--- src/rtl/pow_nonce_search_pkg.sv ---
// Shared encodings and widths for the proof-of-work nonce search block.
package pow_nonce_search_pkg;

    localparam int HDR_BYTES = 12;
    localparam int NONCE_W   = 32;
    localparam int DIGEST_W  = 16;
    localparam int MSG_W     = 128;

    typedef enum logic [2:0] {
        ST_IDLE  = 3'd0,
        ST_ARM   = 3'd1,
        ST_ISSUE = 3'd2,
        ST_WAIT  = 3'd3,
        ST_DONE  = 3'd4
    } state_t;

endpackage

--- src/rtl/pow_nonce_search.sv ---
// Walks the nonce space for one latched header/target through an external hash core,
// reporting the first nonce whose leading digest bits fall below the target.
module pow_nonce_search
    import pow_nonce_search_pkg::*;
#(
    parameter int          ARM_CYCLES  = 4,
    parameter logic [31:0] NONCE_LIMIT = 32'hFFFF_FFFF
) (
    input  logic         clk,
    input  logic         reset,
    input  logic         start,
    input  logic [15:0]  target,
    input  logic [7:0]   block0,
    input  logic [7:0]   block1,
    input  logic [7:0]   block2,
    input  logic [7:0]   block3,
    input  logic [7:0]   block4,
    input  logic [7:0]   block5,
    input  logic [7:0]   block6,
    input  logic [7:0]   block7,
    input  logic [7:0]   block8,
    input  logic [7:0]   block9,
    input  logic [7:0]   block10,
    input  logic [7:0]   block11,
    output logic         finish,
    output logic         found,
    output logic [7:0]   nonce0,
    output logic [7:0]   nonce1,
    output logic [7:0]   nonce2,
    output logic [7:0]   nonce3,
    output logic         hash_req,
    output logic [127:0] hash_msg,
    input  logic         hash_ack,
    input  logic [15:0]  hash_digest,
    output logic [2:0]   o_dbg_state
);

    localparam logic [7:0] ARM_LAST = 8'(ARM_CYCLES - 1);

    // Handshake: hash_req rises on entry to WAIT and holds with hash_msg stable until
    // hash_ack is seen in WAIT; acks arriving in any other state are ignored.
    state_t                 r_state;
    logic [7:0]             r_arm_cnt;
    logic [HDR_BYTES*8-1:0] r_hdr;
    logic [DIGEST_W-1:0]    r_target;
    logic [NONCE_W-1:0]     r_nonce;
    logic [NONCE_W-1:0]     r_nonce_out;
    logic                   r_finish;
    logic                   r_found;
    logic                   r_hash_req;
    logic [MSG_W-1:0]       r_hash_msg;

    logic [HDR_BYTES*8-1:0] w_header;
    logic                   w_hit;

    assign w_header = {block0, block1, block2, block3, block4, block5,
                       block6, block7, block8, block9, block10, block11};
    assign w_hit    = hash_digest < r_target;

    always_ff @(posedge clk) begin
        if (reset) begin
            r_state     <= ST_IDLE;
            r_arm_cnt   <= '0;
            r_hdr       <= '0;
            r_target    <= '0;
            r_nonce     <= '0;
            r_nonce_out <= '0;
            r_finish    <= 1'b0;
            r_found     <= 1'b0;
            r_hash_req  <= 1'b0;
            r_hash_msg  <= '0;
        end else if (!start) begin
            // Dropping start aborts or retires the job from any state.
            r_state     <= ST_IDLE;
            r_arm_cnt   <= '0;
            r_nonce_out <= '0;
            r_finish    <= 1'b0;
            r_found     <= 1'b0;
            r_hash_req  <= 1'b0;
        end else begin
            case (r_state)
                ST_IDLE: begin
                    r_arm_cnt <= '0;
                    r_state   <= ST_ARM;
                end
                ST_ARM: begin
                    if (r_arm_cnt == ARM_LAST) begin
                        r_hdr    <= w_header;
                        r_target <= target;
                        r_nonce  <= '0;
                        r_state  <= ST_ISSUE;
                    end else begin
                        r_arm_cnt <= r_arm_cnt + 8'd1;
                    end
                end
                ST_ISSUE: begin
                    r_hash_msg <= {r_hdr, r_nonce};
                    r_hash_req <= 1'b1;
                    r_state    <= ST_WAIT;
                end
                ST_WAIT: begin
                    if (hash_ack) begin
                        r_hash_req <= 1'b0;
                        if (w_hit) begin
                            r_finish    <= 1'b1;
                            r_found     <= 1'b1;
                            r_nonce_out <= r_nonce;
                            r_state     <= ST_DONE;
                        end else if (r_nonce == NONCE_LIMIT) begin
                            r_finish    <= 1'b1;
                            r_found     <= 1'b0;
                            r_nonce_out <= NONCE_LIMIT;
                            r_state     <= ST_DONE;
                        end else begin
                            r_nonce <= r_nonce + 32'd1;
                            r_state <= ST_ISSUE;
                        end
                    end
                end
                ST_DONE: begin
                    r_state <= ST_DONE;
                end
                default: begin
                    r_state <= ST_IDLE;
                end
            endcase
        end
    end

    assign finish      = r_finish;
    assign found       = r_found;
    assign nonce0      = r_nonce_out[7:0];
    assign nonce1      = r_nonce_out[15:8];
    assign nonce2      = r_nonce_out[23:16];
    assign nonce3      = r_nonce_out[31:24];
    assign hash_req    = r_hash_req;
    assign hash_msg    = r_hash_msg;
    assign o_dbg_state = r_state;

endmodule
--- config.mk ---
export PLATFORM = sky130hd
export DESIGN_NAME = pow_nonce_search
export DESIGN_NICKNAME = d
export VERILOG_FILES = /design/src/rtl/pow_nonce_search_pkg.sv /design/src/rtl/pow_nonce_search.sv
export SDC_FILE = /design/constraint.sdc
export NUM_CORES = 1
export LEC_CHECK = 0
export ABC_AREA = 1
export CORE_UTILIZATION = 25
export CTS_CLUSTER_SIZE = 25
export DETAILED_ROUTE_END_ITERATION = 10
export PLACE_DENSITY = 0.53
export SLEW_MARGIN = 10
export SYNTH_ARGS = -nofsm -noshare
export SYNTH_HDL_FRONTEND = slang
export SYNTH_SLANG_ARGS = --single-unit
--- constraint.sdc ---
create_clock -name clk -period 2.8 [get_ports clk]
set_clock_uncertainty 0.05 [all_clocks]
set_input_delay 0.42 -clock clk [delete_from_list [all_inputs] [get_ports clk]]
set_output_delay 0.42 -clock clk [all_outputs]
set_load 0.01 [all_outputs]
==> out/results.tsv <==
stage	metric	value	unit
yosys	yosysTopAreaCellShare	47.9	%
yosys	synth_top_family_by_area	simple AND/OR/NAND/NOR gates	
setup_path	crit_arrival	2.73	ns
layout	antennaDiodeCount	0	
clock_network	insertion_delay	0.55	ns
route	antenna_left	0	
sta	setup_viol	0	
yosys	avgSynthCellArea	7.45	um2
yosys	synth_mux_area_share	0	%
sta	setup_tns	0	ns
global_routing	grtUsageMet2	26.6	%
placed_design	port_buffers	297	
clock_network	clk_pin_slew_worst_paths	0.06	ns
clock_network	hold_buffers	0	
setup_path	required	3.17	ns
worst_hold_path	min_path_type	flip-flop to flip-flop	
route	wl_per_cell	15.8	um
sta	period_share	84.1	%
clock_network	cts.sinks	318	
clock_network	cts_tree	done	
sta	slew-limit-headroom	38.5	%
pwr	p_per_area	579	nW/um2
floorplan	rows	84	
global_routing	grt_overflow	0	
yosys	synth_compound_area_share	14.6	%
sta	fin_crit	2.35	ns
route	drc	0	
sta	hold_viol	0	
route	wl	43.3	mm
yosys	synth_area_leaders	dfxtp_1 (48%), a21oi_1 (7.4%), inv_1 (6.8%)	
floorplan	die_h	232	um
run_status	status	finished, final reports clean	
placed_design	hpwl	29.1	mm
floorplan	io_pins	298	
pwr	leakage	6.00	nW
setup_path	cpPeakStageDelay	0.44	ns
yosys	synth.most_common_cell	dfxtp_1	
yosys	synthCells	1783	
setup_path	cp_slowest_cell	dfxtp_1	
sta	fmax	425	MHz
worst_hold_path	hold_depth	2	
run	max_cap_viol_count	0	
global_routing	met3_usage	5.26	%
route	drt_iter0_drc	526	
clock_network	numCtsBuffers	39	
yosys	netlist_area	13300	um2
placed_design	place_ws	0.182	ns
yosys	synth_edf_count	0	
clock_network	cts.repair.resized	0	
clock_network	post-cts-setup-buffer-count	0	
layout	drive_above_1_share	5.95	%
yosys	syn_nets	1932	
yosys	synth_xor_xnor_area_share	0.660	%
global_routing	grt_max_degree	151	
layout	nNetsFinal	2171	
sta	rsz0062_at_grt	false	
layout	nFillCells	5565	
clock_network	cts.htree.levels	2	
yosys	synth_fa_ha_area_share	1.60	%
route	first_pass_iters	4	
yosys	ys_seq_area_share	47.9	%
sta	tightest_slew	0.922	ns
clock_network	root_buffer	clkbuf_16	
clock_network	clk_path_buf_depth	3	
sta	finalWorstSetupSlack	0.446	ns
setup_path	cp_cell_sequence	ha_1 -> nand2_2 -> nor2_4 -> nand2_4 -> nor2_4 -> nand4_2 -> nand2_2 -> nand2_4 -> nand3_4 -> buf_12 -> nand2_1 -> nand2_1 -> nor2_1	
placed_design	gp_congestion	0.904	
floorplan	initial_core_util	25.3	%
floorplan	die_w	232	um
yosys	synthArstFlopShare	0	%
floorplan	dieArea	54000	um2
yosys	ys_ff_latch	318	
global_routing	grt_first_pass_wirelength	67.9	mm
global_routing	grt.busiest_layer	met2	
yosys	yosysWarnings	0	
setup_path	path_class	flip-flop to flip-flop	
sta	maxSlewViolCount	0	
setup_path	startpoint_type	flip-flop	
global_routing	grt_pass1_vias	12000	
setup_path	cp_max_fo	21	
setup_path	end_kind	flip-flop	
setup_path	worstRegToRegCells	13	
route	dr_total_vias	12500	
yosys	ys_types	33	
floorplan	core_area	52600	um2
global_routing	met1_usage	18.9	%
pwr	vdd_drop_max	0.000358	V
global_routing	antenna_found_initial	5	
yosys	synth_ff_type	dfxtp_1	
route	avgViaCountPerCell	4.57	
yosys	synth.largest_area_cell	dfxtp_1	
layout	syn_to_final_growth	37.2	%
yosys	synth_common_cells	dfxtp_1 (318), inv_1 (240), nor2_1 (222), a21oi_1 (197), o21ai_0 (176)	
global_routing	grt_use_total	15.9	%
yosys	synthSimpleGateAreaFrac	24.2	%
==> cells by family (layout without fill, tap and decap cells) <==
logic type | Yosys count | in the layout
flops | 318 | 318
compound gates | 381 | 381
buf+inv | 371 | 638
fa+ha+maj | 17 | 17
simple gates | 686 | 686
xor+xnor | 10 | 10
==> registers in the layout, summed over array words and instances (netlist names) <==
name         cells
found            1
hash_req         1
r_nonce_out     32
o_dbg_state      3
r_arm_cnt        8
r_hdr           96
r_target        16
hash_msg       128
finish           1
r_nonce         32
==> final timing paths <==
check,start,slack [ns],to
worst max-delay path,r_nonce[1],0.45,r_nonce[10]
worst min-delay path,hash_msg[95],0.39,hash_msg[95]
worst max register to register,r_nonce[1],0.45,r_nonce[10]
worst min register to register,hash_msg[95],0.39,hash_msg[95]
==> stage by stage <==
step / cell area [um2] / hold slack, ns / utilization (%) / instances / power (mW)
2_1_floorplan: 13300 / 0.417 / - / 1783 / 5.11
3_3_place_gp: 16900 / 0.381 / 32.2 / 2669 / 5.57
3_5_place_dp: 16900 / 0.385 / 32.2 / 2669 / 5.58
4_1_cts: 18200 / 0.369 / 34.7 / 2738 / 10.8
5_1_grt: 18200 / 0.399 / 34.7 / 2738 / 11.0
6_report: 18200 / 0.392 / 34.7 / 2738 / 10.5
==> final cells by class <==
| cell class | instances | area [um2] | area share [%] |
|---|---|---|---|
| Multi-Input combinational cell | 1094 | 5480 | 30.1 |
| Tap cell | 688 | 861 | 4.72 |
| Clock inverter | 16 | 183 | 1.00 |
| Inverter | 245 | 927 | 5.09 |
| Clock buffer | 53 | 1110 | 6.09 |
| Timing Repair Buffer | 324 | 3300 | 18.1 |
| Sequential cell | 318 | 6370 | 34.9 |
==> cell usage in the layout, fill, tap and decap left out, types with 2 or more instances in the layout <==
cell,n
a211oi_1,2
a21oi_1,197
a21oi_2,5
buf_12,10
buf_4,18
bufinv_16,3
clkbuf_1,7
clkbuf_16,40
clkbuf_8,6
clkdlybuf4s50_1,296
clkinv_2,7
clkinv_4,2
clkinvlp_4,2
dfxtp_1,318
ha_1,17
inv_1,239
inv_2,3
inv_4,3
nand2_1,164
nand2_2,4
nand2_4,2
nand3_1,19
nand3_4,2
nand4_1,21
nor2_1,221
nor2_2,2
nor2_4,3
nor3_1,127
nor3_2,2
nor3_4,2
nor4_1,113
o21ai_0,176
xor2_1,10
==> power breakdown <==
part	leakage [nW]	switching, mW	internal, mW	total (mW)
clock network	0.634	2.02	3.06	5.08
registers	2.57	0.0579	4.60	4.66
logic	2.79	0.433	0.375	0.809
total	6.00	2.51	8.04	10.5
==> worst max-delay path, delay by kind of cell, from the launching register on <==
kind	cells	cell delay, ns
AND/OR/NAND/NOR	11	1.29
flip-flops	1	0.44
adder cells (fa/ha/maj)	1	0.28
buffers and inverters	1	0.17
==> layer usage <==
layer | vias up | part of all wire, %
met3 | 67 | 7.6
li1 | 6380 | -
met4 | 10 | 2.4
met1 | 5787 | 42
met2 | 270 | 48
met5 | - | 0.18
(Power assumes the default switching activity.)
==> patch 1, RTL diff (same flow settings) <==
`NONCE_LIMIT`: 32'hFFFF_FFFF -> 32'h7FFFFFFF.
--- a/src/rtl/pow_nonce_search.sv
+++ b/src/rtl/pow_nonce_search.sv
@@ -4,7 +4,7 @@
     import pow_nonce_search_pkg::*;
 #(
     parameter int          ARM_CYCLES  = 4,
-    parameter logic [31:0] NONCE_LIMIT = 32'hFFFF_FFFF
+    parameter logic [31:0] NONCE_LIMIT = 32'h7FFFFFFF
 ) (
     input  logic         clk,
     input  logic         reset,
Formal check against the unedited RTL: no difference found for any inputs over 4 cycles, from zero or initial values and one cycle with reset high; that may be too few to reach the edited logic, so the function may still have changed.
==> patch 1 against the unedited design <==
  * Final area grew 1.4%
  * Highest routed layer unchanged
  * Worst setup slack gained 0.041 ns
  * Sequential cell count is the same
  * Cell count grew 1.6%
  * Area after synthesis grew 0.24%
  * Power grew 1.9%
  * Wire length shrank 1.2%
  * Sequential share of layout area shrank 0.47 points
  * Maximum frequency grew 1.8%
  * Largest power group unchanged
==> patch 1: results (changes against the unedited design) <==
| Metric | Value |
|---|---|
| Outcome | finished, final reports clean (unchanged) |
| Vias in the first global route | 12.4k (was 12.0k) |
| Internal Power | 8.13 mW (was 8.04 mW) |
| Placed inst area | 0.0172 mm^2 (was 0.0169 mm^2) |
| Seq cells | 318 (unchanged) |
| GR Util All Layers | 15.8% (was 15.9%) |
| First-pass GRT wire length | 68.7 mm (was 67.9 mm) |
| Reg2reg end | r_nonce_out[15] (was r_nonce[10]) |
| DR WL/cell | 15.4 um (was 15.8 um) |
| WHS Endpoint | hash_msg[34] (was hash_msg[95]) |
| Worst path max stage delay | 0.37 ns (was 0.44 ns) |
| TritonCTS buffer count | 40 (was 39) |
| Seq/Total Area, Yosys | 47.8% (was 47.9%) |
| Layout cell share with drive strength beyond 1 | 5.82% (was 5.95%) |
| WL met3 | 3.01 mm (was 3.28 mm) |
| Slowest cell on the critical path | nor2_1 (was dfxtp_1) |
| R2r setup slk | 0.49 ns (was 0.45 ns) |
| Post-synthesis xor/xnor area fraction | 0.0658% (was 0.660%) |
| LEAKAGE | 6.63 nW (was 6.00 nW) |
| Non-clock buffer share | 18.9% (was 18.1%) |
| Global routing usage on met2 | 25.8% (was 26.6%) |
| Combinational gate power | 0.898 mW (was 0.809 mW) |
| HPWL Detailed | 29.2 mm (was 29.1 mm) |
| Critical Path Fanout Max | 32 (was 21) |
| Adder-Cell Fraction of Synth Area | 1.60% (about the same) |
| Syn Std Cell Area | 0.0133 mm^2 (about the same) |
| Final cell count without fillers | 2783 (was 2738) |
| VDD IR max | 0.367 mV (was 0.358 mV) |
| Inverters | 228 (was 245) |
| FILL cells | 5533 (was 5565) |
| Seq/total area | 34.5% (was 34.9%) |
| Worst-Margin Slew | 0.651 ns (was 0.922 ns) |
| Pre-CTS WS | 0.0150 ns (was 0.182 ns) |
| Non-CTS buffers | 335 (was 324) |
| Fin nets | 2218 (was 2171) |
| Synth Area in Compound Gates | 18.4% (was 14.6%) |
| Mapped Cells | 1823 (was 1783) |
| Met2 WL | 19.7 mm (was 20.6 mm) |
| CTS clk-pin slew, worst paths | 0.06 ns (about the same) |
| Synth cell types | 31 (was 33) |
| Syn_nets | 1972 (was 1932) |
| Clock power frac | 48.0% (was 48.2%) |
| Multi-Input Combinational | 1146 (was 1094) |
| Top post-synthesis cells by count | 318 x dfxtp_1, 246 x nor2_1, 222 x inv_1 (was 318 x dfxtp_1, 240 x inv_1, 222 x nor2_1) |
| RR Startpoint | r_target[15] (was r_nonce[1]) |
| Overall power | 10.7 mW (was 10.5 mW) |
| Multi-input gate area | 0.00559 mm^2 (was 0.00548 mm^2) |
| Layout Utilization | 35.1% (was 34.7%) |
| Clock buffers and inverters, area share | 7.08% (was 7.09%) |
| First DRT Iteration DRCs | 677 (was 526) |
| GRT met1 Usage | 19.6% (was 18.9%) |
| Placed Cells | 2715 (was 2669) |
| CP arrival | 2.71 ns (was 2.73 ns) |
-- patch 1: worst max-delay path by stage --
stage / start / end / slack (ns) / cells after the start
after floorplan: hash_digest[9] / r_nonce[26] / 0.84 / 12
after global placement: hash_digest[15] / r_nonce_out[26] / 0.07 / 11
after detailed placement: hash_digest[15] / r_nonce_out[28] / 0.01 / 11
after CTS: r_target[15] / r_nonce_out[15] / 0.47 / 11
after global routing: r_target[15] / r_nonce_out[15] / 0.27 / 11
final: r_target[15] / r_nonce_out[15] / 0.49 / 11
-- patch 1: tightest hold or removal path, delay by kind of cell, from the launching register on --
| family | cells | cell delay [ns] |
|---|---|---|
| AOI/OAI and AO/OA | 1 | 0.05 |
| buffers and inverters | 1 | 0.05 |
| DFF | 1 | 0.30 |
-- patch 1: logic make-up (layout without fill, tap and decap cells) --
group	Yosys count	after routing
AO/OA/AOI/OAI	484	484
XOR/XNOR	1	1
adder cells (fa/ha/maj)	17	17
buffers and inverters	359	631
flip-flops	318	318
AND/OR/NAND/NOR	644	644
==> patch 2, RTL diff (same flow settings) <==
Without the edit above. Register the input `target` before use, without a reset. The logic sees it one clock later. The other inputs are not delayed to match.
--- a/src/rtl/pow_nonce_search.sv
+++ b/src/rtl/pow_nonce_search.sv
@@ -36,6 +36,12 @@
 );
 
     localparam logic [7:0] ARM_LAST = 8'(ARM_CYCLES - 1);
+
+    logic [15:0] target_q;
+
+    always_ff @(posedge clk) begin
+        target_q <= target;
+    end
 
     // Handshake: hash_req rises on entry to WAIT and holds with hash_msg stable until
     // hash_ack is seen in WAIT; acks arriving in any other state are ignored.
@@ -86,7 +92,7 @@
                 ST_ARM: begin
                     if (r_arm_cnt == ARM_LAST) begin
                         r_hdr    <= w_header;
-                        r_target <= target;
+                        r_target <= target_q;
                         r_nonce  <= '0;
                         r_state  <= ST_ISSUE;
                     end else begin
Behaviour: no difference found for any inputs over 4 cycles, from zero or initial values and one cycle with reset high; that may be too few to reach the edited logic, so the function may still have changed.
==> patch 2 against the unedited design <==
  * The run now ends with DRC left
  * Power rose by 4.3%
  * Sequential cell count rose by 16
  * Area after synthesis rose by 1.6%
  * Worst setup slack improved by 0.15 ns
  * Combinational power fell by 8.9%
  * Final area rose by 2.8%
  * Wire length rose by 5.0%
  * Critical endpoint is now r_nonce[29]
==> patch 2: results (changes against the unedited design) <==
| Metric | Value |
|---|---|
| DR WL/cell | 16.4 um (was 15.8 um) |
| Seq/Total Area, Yosys | 49.6% (was 47.9%) |
| Hold crit path type | primary input to flip-flop (was flip-flop to flip-flop) |
| HPWL Detailed | 31.3 mm (was 29.1 mm) |
| Synth Area in Compound Gates | 18.7% (was 14.6%) |
| First DRT Iteration DRCs | 632 (was 526) |
| Routed vias | 12.8k (was 12.5k) |
| Fin nets | 2199 (was 2171) |
| Worst hold path stage count | 1 (was 2) |
| Vias in the first global route | 12.3k (was 12.0k) |
| Largest net degree at the start of global routing | 107 (was 151) |
| WL met3 | 3.58 mm (was 3.28 mm) |
| Pre-CTS WS | 0.171 ns (was 0.182 ns) |
| Placed Cells | 2695 (was 2669) |
| VDD IR max | 0.413 mV (was 0.358 mV) |
| Worst path max stage delay | 0.56 ns (was 0.44 ns) |
| Top post-synthesis cells by area | dfxtp_1 50%, o21ai_0 10%, a21oi_1 7.5% (was dfxtp_1 48%, a21oi_1 7.4%, inv_1 6.8%) |
| Worst-Margin Slew | 0.734 ns (was 0.922 ns) |
| Routability Congestion | 0.951 (was 0.904) |
| Slowest cell on the critical path | nor2_1 (was dfxtp_1) |
| GR Util All Layers | 16.3% (was 15.9%) |
| Initial antenna violation count | 2 (was 5) |
| Total wire length | 45.4 mm (was 43.3 mm) |
| Hold Crit Start | target[2] (was hash_msg[95]) |
| Met1 wire length | 19.6 mm (was 18.2 mm) |
| DRT Pass-1 Iters | 8 (was 4) |
| Placed inst area | 0.0174 mm^2 (was 0.0169 mm^2) |
| TritonCTS buffer count | 41 (was 39) |
| Syn_nets | 1938 (was 1932) |
| # DRC | 2 (was 0) |
| Layout cell share with drive strength beyond 1 | 6.48% (was 5.95%) |
| CP arrival | 2.64 ns (was 2.73 ns) |
| Met2 WL | 20.9 mm (was 20.6 mm) |
| Top post-synthesis cells by count | 334 x dfxtp_1, 276 x o21ai_0, 244 x nor2_1 (was 318 x dfxtp_1, 240 x inv_1, 222 x nor2_1) |
| Outcome | finished with violations (was finished, final reports clean) |
| R2r worst-path depth | 11 (was 13) |
| Failing checks | DRC |
| Post-synthesis xor/xnor area fraction | 0.260% (was 0.660%) |
| CTS max path bufs | 3 (unchanged) |
| LEAKAGE | 6.57 nW (was 6.00 nW) |
| Synth Register Bits | 334 (was 318) |
| Synth cell types | 36 (was 33) |
patch 2: final cells by class:
cell class / instances / area, um^2
tap: 688 / 861
sequential: 334 / 6690
clock buffer: 61 / 1200
timing repair buffer: 348 / 3520
clock inverter: 14 / 156
multi-input combinational: 1126 / 5540
inverter: 199 / 757
fill: 5544 / 34200
antenna: 3 / 7.51
patch 2: path summary, 6_finish.rpt:
path | to | slack, ns
worst max-delay path | r_nonce[29] | 0.60
worst min-delay path | target_q[2] | 0.27
worst max register to register | r_nonce[29] | 0.60
worst min register to register | hash_msg[92] | 0.39
patch 2: power breakdown:
group	switching [mW]	total, mW	internal, mW
logic	0.378	0.737	0.359
clock network	2.11	5.37	3.25
registers	0.0678	4.89	4.83
total	2.56	11.0	8.44
patch 2: layer usage:
layer / track usage [%] / up-vias
met5: 0 / -
met1: 20.1 / 5888
met3: 5.24 / 89
met4: 6.61 / 2
met2: 26.1 / 348
li1: - / 6489
